$ cat config.mk
export PLATFORM = sky130hd
export DESIGN_NAME = vc_demux_sched_flat
export DESIGN_NICKNAME = d
export VERILOG_FILES = /design/src/rtl/vc_demux_sched_pkg.sv /design/src/rtl/vc_demux_sched_if.sv /design/src/rtl/vc_demux_sched_wrr_arbiter2.sv /design/src/rtl/vc_demux_sched.sv /design/src/flat_wrapper.sv
export SDC_FILE = /design/constraint.sdc
export NUM_CORES = 1
export LEC_CHECK = 0
export BUFFER_PORTS_ARGS = -buffer_cell sky130_fd_sc_hd__buf_2
export CORE_MARGIN = 1.5
export CORE_UTILIZATION = 52
export DETAILED_ROUTE_END_ITERATION = 7
export PLACE_DENSITY = 0.88
export SYNTH_ARGS = -nofsm -noshare
export SYNTH_HDL_FRONTEND = slang
export SYNTH_SLANG_ARGS = --single-unit
$ cat constraint.sdc
create_clock -name clk -period 4 [get_ports clk]
set_clock_uncertainty 0.2 [all_clocks]
set_input_delay 0 -clock clk [delete_from_list [all_inputs] [get_ports clk]]
set_output_delay 0 -clock clk [all_outputs]
set_load 0.01 [all_outputs]
$ cat src/rtl/vc_demux_sched_pkg.sv
// Shared definitions for the VC scheduler: FSM state encoding and parameter defaults.
package vc_demux_sched_pkg;

    typedef enum logic [2:0] {
        ST_RESET  = 3'd0,
        ST_INIT   = 3'd1,
        ST_IDLE   = 3'd2,
        ST_ACTIVE = 3'd3,
        ST_ERROR  = 3'd4
    } state_e;

    localparam int DATA_W_DFLT   = 8;
    localparam int DEPTH_DFLT    = 8;
    localparam int LVL_W_DFLT    = 4;
    localparam int DEST_BIT_DFLT = 7;
    localparam int WEIGHT0_DFLT  = 3;
    // Leaves room for the scheduler register, demux register and level update latency.
    localparam int THR_RST_DFLT  = 5;

endpackage

$ cat src/rtl/vc_demux_sched_if.sv
// Datapath bundle between the VC FIFO pair, the scheduler and the class demux.
interface vc_demux_sched_if
    import vc_demux_sched_pkg::*;
#(
    parameter int DATA_W = DATA_W_DFLT,
    parameter int LVL_W  = LVL_W_DFLT
);

    logic              vc0_empty;
    logic              vc1_empty;
    logic [DATA_W-1:0] vc0_data;
    logic [DATA_W-1:0] vc1_data;
    logic              vc0_pop;
    logic              vc1_pop;
    logic [LVL_W-1:0]  d0_level;
    logic [LVL_W-1:0]  d1_level;
    logic [DATA_W-1:0] data_out;
    logic              classif;
    logic              valid;

    modport master (
        input  vc0_empty, vc1_empty, vc0_data, vc1_data, d0_level, d1_level,
        output vc0_pop, vc1_pop, data_out, classif, valid
    );

    modport slave (
        output vc0_empty, vc1_empty, vc0_data, vc1_data, d0_level, d1_level,
        input  vc0_pop, vc1_pop, data_out, classif, valid
    );

endinterface

$ cat src/rtl/vc_demux_sched_wrr_arbiter2.sv
// Two-input weighted round-robin arbiter: requester 0 gets up to WEIGHT grants
// in a row while requester 1 waits, then requester 1 gets one.
module wrr_arbiter2
    import vc_demux_sched_pkg::*;
#(
    parameter int WEIGHT = WEIGHT0_DFLT
) (
    input  logic clk,
    input  logic reset,
    input  logic req0_i,
    input  logic req1_i,
    output logic gnt0_o,
    output logic gnt1_o
);

    localparam int CNT_W = (WEIGHT > 0) ? $clog2(WEIGHT + 1) : 1;
    localparam logic [CNT_W-1:0] CNT_MAX = CNT_W'(WEIGHT);

    logic [CNT_W-1:0] cnt_q, cnt_d;

    // NOTE: every output of a combinational block gets a default before any branch, so no path leaves it unassigned and no latch is inferred.
    always_comb begin
        gnt0_o = 1'b0;
        gnt1_o = 1'b0;
        cnt_d  = cnt_q;
        if (req0_i && (!req1_i || cnt_q < CNT_MAX)) begin
            gnt0_o = 1'b1;
            if (cnt_q < CNT_MAX) begin
                cnt_d = cnt_q + 1'b1;
            end
        end else if (req1_i) begin
            gnt1_o = 1'b1;
            cnt_d  = '0;
        end
    end

    // NOTE: clocked state uses non-blocking assignments so every register samples pre-edge values regardless of process order.
    always_ff @(posedge clk or posedge reset) begin
        if (reset) begin
            cnt_q <= '0;
        end else begin
            cnt_q <= cnt_d;
        end
    end

endmodule

$ cat src/rtl/vc_demux_sched.sv
// Scheduler feeding the 1:2 class demux from two FWFT VC FIFOs, holding back
// words whose destination FIFO has reached its almost-full threshold.
module vc_demux_sched
    import vc_demux_sched_pkg::*;
#(
    parameter int DATA_W   = DATA_W_DFLT,
    parameter int DEPTH    = DEPTH_DFLT,
    parameter int LVL_W    = LVL_W_DFLT,
    parameter int DEST_BIT = DEST_BIT_DFLT,
    parameter int WEIGHT0  = WEIGHT0_DFLT,
    parameter int THR_RST  = THR_RST_DFLT
) (
    input  logic             clk,
    input  logic             reset,
    input  logic             init,
    input  logic [LVL_W-1:0] thr0,
    input  logic [LVL_W-1:0] thr1,
    vc_demux_sched_if.master bus,
    output logic             idle_out,
    output logic             error_out
);

    localparam logic [LVL_W-1:0] DEPTH_L   = LVL_W'(DEPTH);
    localparam logic [LVL_W-1:0] THR_RST_L = LVL_W'(THR_RST);

    state_e            state_q, state_d;
    logic [LVL_W-1:0]  thr0_q, thr1_q;
    logic [DATA_W-1:0] data_q, data_d;
    logic              classif_q, classif_d;
    logic              valid_q, valid_d;
    logic              idle_q, idle_d;
    logic              error_q, error_d;

    logic lvl_err;
    logic arb_en;
    logic elig0, elig1;
    logic gnt0, gnt1;

    assign lvl_err = (bus.d0_level > DEPTH_L) || (bus.d1_level > DEPTH_L);
    assign arb_en  = (state_q == ST_IDLE || state_q == ST_ACTIVE) && !init && !lvl_err;

    // A head is eligible only if the FIFO its destination bit points at is below threshold.
    assign elig0 = arb_en && !bus.vc0_empty &&
                   (bus.vc0_data[DEST_BIT] ? (bus.d1_level < thr1_q) : (bus.d0_level < thr0_q));
    assign elig1 = arb_en && !bus.vc1_empty &&
                   (bus.vc1_data[DEST_BIT] ? (bus.d1_level < thr1_q) : (bus.d0_level < thr0_q));

    wrr_arbiter2 #(
        .WEIGHT (WEIGHT0)
    ) u_arb (
        .clk    (clk),
        .reset  (reset),
        .req0_i (elig0),
        .req1_i (elig1),
        .gnt0_o (gnt0),
        .gnt1_o (gnt1)
    );

    always_comb begin
        state_d = state_q;
        unique case (state_q)
            ST_RESET: state_d = ST_INIT;
            ST_INIT: begin
                if (lvl_err)    state_d = ST_ERROR;
                else if (!init) state_d = ST_IDLE;
            end
            ST_IDLE, ST_ACTIVE: begin
                if (lvl_err)            state_d = ST_ERROR;
                else if (init)          state_d = ST_INIT;
                else if (gnt0 || gnt1)  state_d = ST_ACTIVE;
                else                    state_d = ST_IDLE;
            end
            ST_ERROR: begin
                if (init && !lvl_err) state_d = ST_INIT;
            end
            default: state_d = ST_RESET;
        endcase

        valid_d   = gnt0 || gnt1;
        data_d    = data_q;
        classif_d = classif_q;
        if (gnt0) begin
            data_d    = bus.vc0_data;
            classif_d = bus.vc0_data[DEST_BIT];
        end else if (gnt1) begin
            data_d    = bus.vc1_data;
            classif_d = bus.vc1_data[DEST_BIT];
        end

        // Status flags are registered from the next state so they line up with it.
        idle_d  = (state_d == ST_IDLE) && bus.vc0_empty && bus.vc1_empty;
        error_d = (state_d == ST_ERROR);
    end

    always_ff @(posedge clk or posedge reset) begin
        if (reset) begin
            state_q   <= ST_RESET;
            thr0_q    <= THR_RST_L;
            thr1_q    <= THR_RST_L;
            data_q    <= '0;
            classif_q <= 1'b0;
            valid_q   <= 1'b0;
            idle_q    <= 1'b0;
            error_q   <= 1'b0;
        end else begin
            state_q   <= state_d;
            if (state_q == ST_INIT) begin
                thr0_q <= thr0;
                thr1_q <= thr1;
            end
            data_q    <= data_d;
            classif_q <= classif_d;
            valid_q   <= valid_d;
            idle_q    <= idle_d;
            error_q   <= error_d;
        end
    end

    assign bus.vc0_pop  = gnt0;
    assign bus.vc1_pop  = gnt1;
    assign bus.data_out = data_q;
    assign bus.classif  = classif_q;
    assign bus.valid    = valid_q;
    assign idle_out     = idle_q;
    assign error_out    = error_q;

endmodule
$ cat src/flat_wrapper.sv
// flat-port wrapper written by rule: the top's interface ports become plain ports
module vc_demux_sched_flat import vc_demux_sched_pkg::*;
#(
    parameter int DATA_W   = DATA_W_DFLT,
    parameter int DEPTH    = DEPTH_DFLT,
    parameter int LVL_W    = LVL_W_DFLT,
    parameter int DEST_BIT = DEST_BIT_DFLT,
    parameter int WEIGHT0  = WEIGHT0_DFLT,
    parameter int THR_RST  = THR_RST_DFLT
)
  (clk, reset, init, thr0, thr1, idle_out, error_out, bus_vc0_empty, bus_vc1_empty, bus_vc0_data, bus_vc1_data, bus_d0_level, bus_d1_level, bus_vc0_pop, bus_vc1_pop, bus_data_out, bus_classif, bus_valid);
  vc_demux_sched_if #(.DATA_W(DATA_W), .LVL_W(LVL_W)) bus_i ();
  input  logic clk;
  input  logic reset;
  input  logic init;
  input  logic [LVL_W-1:0] thr0;
  input  logic [LVL_W-1:0] thr1;
  output logic idle_out;
  output logic error_out;
  input wire logic [$bits(bus_i.vc0_empty)-1:0] bus_vc0_empty;
  input wire logic [$bits(bus_i.vc1_empty)-1:0] bus_vc1_empty;
  input wire logic [$bits(bus_i.vc0_data)-1:0] bus_vc0_data;
  input wire logic [$bits(bus_i.vc1_data)-1:0] bus_vc1_data;
  input wire logic [$bits(bus_i.d0_level)-1:0] bus_d0_level;
  input wire logic [$bits(bus_i.d1_level)-1:0] bus_d1_level;
  output wire logic [$bits(bus_i.vc0_pop)-1:0] bus_vc0_pop;
  output wire logic [$bits(bus_i.vc1_pop)-1:0] bus_vc1_pop;
  output wire logic [$bits(bus_i.data_out)-1:0] bus_data_out;
  output wire logic [$bits(bus_i.classif)-1:0] bus_classif;
  output wire logic [$bits(bus_i.valid)-1:0] bus_valid;
  assign bus_i.vc0_empty = bus_vc0_empty;
  assign bus_i.vc1_empty = bus_vc1_empty;
  assign bus_i.vc0_data = bus_vc0_data;
  assign bus_i.vc1_data = bus_vc1_data;
  assign bus_i.d0_level = bus_d0_level;
  assign bus_i.d1_level = bus_d1_level;
  assign bus_vc0_pop = bus_i.vc0_pop;
  assign bus_vc1_pop = bus_i.vc1_pop;
  assign bus_data_out = bus_i.data_out;
  assign bus_classif = bus_i.classif;
  assign bus_valid = bus_i.valid;
  vc_demux_sched #(.DATA_W(DATA_W), .DEPTH(DEPTH), .LVL_W(LVL_W), .DEST_BIT(DEST_BIT), .WEIGHT0(WEIGHT0), .THR_RST(THR_RST)) u_core (.clk(clk), .reset(reset), .init(init), .thr0(thr0), .thr1(thr1), .bus(bus_i), .idle_out(idle_out), .error_out(error_out));
endmodule
==> Implementation_results.wiki <==
{| class="wikitable"
! Metric !! Value
|-
| Status || finished clean
|-
| Routing usage on met2 || 57.20%
|-
| Global routing usage summed across all routing layers || roughly a third
|-
| Layout-stage area growth over the synthesis result || 45.26%
|-
| Unrepaired setup endpoints after global routing || false
|-
| Cell breakdown of the critical path || inv_1 -> ha_1 -> o211ai_1 -> o211ai_1 -> a21oi_1 -> a2111oi_0 -> a221o_1 -> dlygate4sd3_1
|-
| Seq/Total Area, Yosys || between 40% and 50%
|-
| Routing layer with the top usage in global route || met2
|-
| Hold path cells || 4
|-
| Post-Route Setup TNS || 0 ps
|-
| Count of max-cap constraint violations || 0
|-
| Worst Path Required || 4010 ps
|-
| Type of destination of the critical path || register
|-
| Residual overflow from global routing || 0
|-
| Pin count of the biggest net entering global routing || 25
|-
| Share of the synthesized area in the top cell type || 37.95%
|-
| Final number of hold-violating endpoints || 0
|-
| Post-synthesis adder-cell area fraction || 7.400%
|-
| Die span in y || ~53 um
|-
| Largest fanout on the critical path || 10
|-
| Leading cell types in the layout, fill and taps excluded || buf_2, dlygate4sd3_1, dfrtp_1
|-
| Insertion delay to the later sink of the worst-skew pair || 310 ps
|-
| I/O Buffers || 50
|-
| F_max || 310.6 MHz
|-
| Die area || 0.002847 mm^2
|-
| Cells on worst reg2reg path || 8
|-
| Mapped Avg Cell Area || 10.90 um^2
|-
| Cell chosen for the clock root || clkbuf_4
|-
| Starting Density || 54.22%
|-
| R2r setup slk || 780 ps
|-
| Fraction of synthesized area in multiplexers || between 2 and 3%
|-
| Width of the chip || 53.36 um
|-
| Commonest non-fill, non-tap cell in the layout || buf_2
|-
| GR Layer Usage met3 || 3.672%
|-
| I/O pin count || ~50
|-
| Row count || 18
|-
| Critical path arrival || 3230 ps
|-
| Hold WC Path Type || in -> reg
|-
| Routed len/inst || ~18 um
|-
| Startpoint Class || register
|-
| Drt first-iter violations || 52
|-
| Post-synthesis cell count || 121
|-
| Category of the critical setup timing path || reg -> reg
|-
| Slew at the pin with the worst max-slew slack || 899.6 ps
|-
| Share of post-route cells with drive strength above 1 || 33.83%
|-
| Post-synthesis net count || 165
|-
| Cell area after synthesis || 0.001319 mm^2
|-
| Most repeated library cell on the critical path || o211ai_1
|-
| Placeable core area || 0.002432 mm^2
|-
| Fraction of synthesized cell area in xor and xnor cells || 0%
|-
| Number of buffers added by the clock tree synthesis step || 3
|-
| Clock sink count || 24
|-
| Compound-cell area share of the yosys netlist || 26.28%
|-
| Max-slew headroom || roughly 40%
|-
| Via count of the first global-routing pass || 1395
|-
| Max Buffers Root-to-Sink || 2
|-
| Detailed-route via count || 1368
|-
| Number of flip-flops and latches in the synthesized netlist || 24
|-
| Number of antenna violations at the first check in global routing || 0
|-
| Largest cells by area after synthesis || dfrtp_1, dfstp_2, ha_1
|-
| Crit-path max cell delay || 640 ps
|-
| Routing usage on met1 || 36.06%
|-
| Shortest period the worst path allows || between 3000 and 4000 ps
|-
| Final HPWL DP || between 2000 and 2500 um
|-
| Antenna violation net count after detailed routing || 0
|-
| Total power after layout || between 800 and 900 uW
|-
| Global-route wire length before repair || about 6500 um
|-
| Final routed DRC violation total || 0
|-
| Number of nets at the end of the flow || 246
|-
| Sum of routed wire length over all layers || 4080 um
|-
| Number of buffers inserted to repair setup after CTS || 0
|-
| Final count of pins violating max slew || 0
|-
| Ratio of final minimum period to clock period || 80.50%
|-
| Via/cell ratio || 5.922
|-
| TritonCTS clock tree || done
|-
| Count of final setup violators || 0
|-
| Synth unique cells || 33
|-
| H-tree depth || 1
|-
| Final estimated routing congestion in global placement || about 0.9
|-
| Largest area contributor in the synthesized netlist || dfrtp_1
|-
| Largest family of logic cells by synthesized area || compound AO/OA/AOI/OAI gates
|-
| Power per unit of standard cell area || 466.8 mW/mm^2
|-
| First-pass detailed-route iteration total || 4
|-
| Yosys warning count || 0
|-
| Simple-Gate Fraction of Synth Area || under 10%
|-
| Cell with the largest stage delay on the worst path || a21oi_1
|-
| Antenna diode instance count || 0
|-
| Worst VDD drop || 405.1 uV
|-
| Clock edge transition at the registers on the reported setup and hold paths || around 140 ps
|-
| Leakage component of the power || 0.9857 nW
|}
==> registers in the layout (all words and copies together) (netlist names), 2 cells and up <==
| signal | flops |
|---|---|
| u_core.bus.data_out | 7 |
| u_core.thr0_q | 4 |
| u_core.thr1_q | 4 |
| u_core.state_q | 3 |
| u_core.u_arb.cnt_q | 2 |
==> critical path: cells and delay by family, from the launching register on <==
family | cells | cell delay (ps)
fa+ha+maj | 1 | 270
buf+inv | 2 | 600
flops | 1 | 550
compound gates | 5 | 1500
==> cells by family after synthesis <==
family	count (synthesis)
DFF	24
and+or+nand+nor	20
adders and majority gates	8
buffers and inverters	24
muxes	3
AOI/OAI and AO/OA	42
==> layer usage <==
| metal | part of all wire [%] | vias up |
|---|---|---|
| met5 | 0 | - |
| met4 | 4.5 | 0 |
| met3 | 4.5 | 16 |
| met2 | 54 | 64 |
| met1 | 37 | 676 |
| li1 | - | 612 |
==> cell usage after synthesis, drive strengths merged <==
cell type / n
dfrtp: 20
clkbuf: 2
o21bai: 1
a21oi: 4
a221o: 8
nand2: 8
a22o: 1
ha: 7
buf: 4
o31a: 1
nor3: 2
dfstp: 4
and3: 2
a211oi: 2
nor3b: 3
inv: 18
o211ai: 6
nor2: 2
o21ai: 6
maj3: 1
o31ai: 2
a21o: 3
or3: 1
nand3: 2
a2111oi: 8
mux2: 3
==> timing repair <==
item	in CTS	in global routing
hold endpoints to repair	41	0
hold buffers	31	0
endpoints found under the setup margin	0	0
gates resized for setup	0	0
==> final cells by class <==
type,instances,area [um^2]
flip-flops and latches,24,605.6
multi-input cells,73,600.6
repair buffers,82,568.0
fillers,157,516.7
inverters,18,67.56
well taps,30,37.54
clock buffers,4,36.28
==> path summary, 6_finish.rpt <==
path	startpoint	to
setup / recovery	u_core.thr1_q[2]	u_core.bus.data_out[4]
hold / removal	bus_vc0_data[7]	u_core.bus.classif
setup reg to reg	u_core.thr1_q[2]	u_core.bus.data_out[4]
hold reg to reg	u_core.thr1_q[2]	u_core.thr1_q[2]
max in group asynchronous	reset	u_core.bus.data_out[5]
min in group asynchronous	reset	u_core.state_q[1]
==> stage by stage <==
| stage | hold WS [ps] | instances | utilization (%) | worst slack [ps] | instance area (um^2) |
|---|---|---|---|---|---|
| 4_1_cts | 6.391 | 231 | 78.76 | 876.2 | 1916 |
| 6_report | 8.546 | 231 | 78.76 | 780.0 | 1916 |
| 2_1_floorplan | -188.3 | 121 | - | 1725 | 1319 |
| 3_3_place_gp | -0.4961 | 196 | 64.51 | 1554 | 1569 |
| 3_5_place_dp | 12.13 | 196 | 64.51 | 1455 | 1569 |
| 5_1_grt | 14.35 | 231 | 78.76 | 624.0 | 1916 |
==> power breakdown <==
part | total, mW | switching, mW | internal (mW)
logic | 0.393 | 0.208 | 0.185
registers | 0.372 | 0.0397 | 0.332
clock network | 0.129 | 0.0737 | 0.0555
No activity file was read; power rests on OpenSTA's default activity.
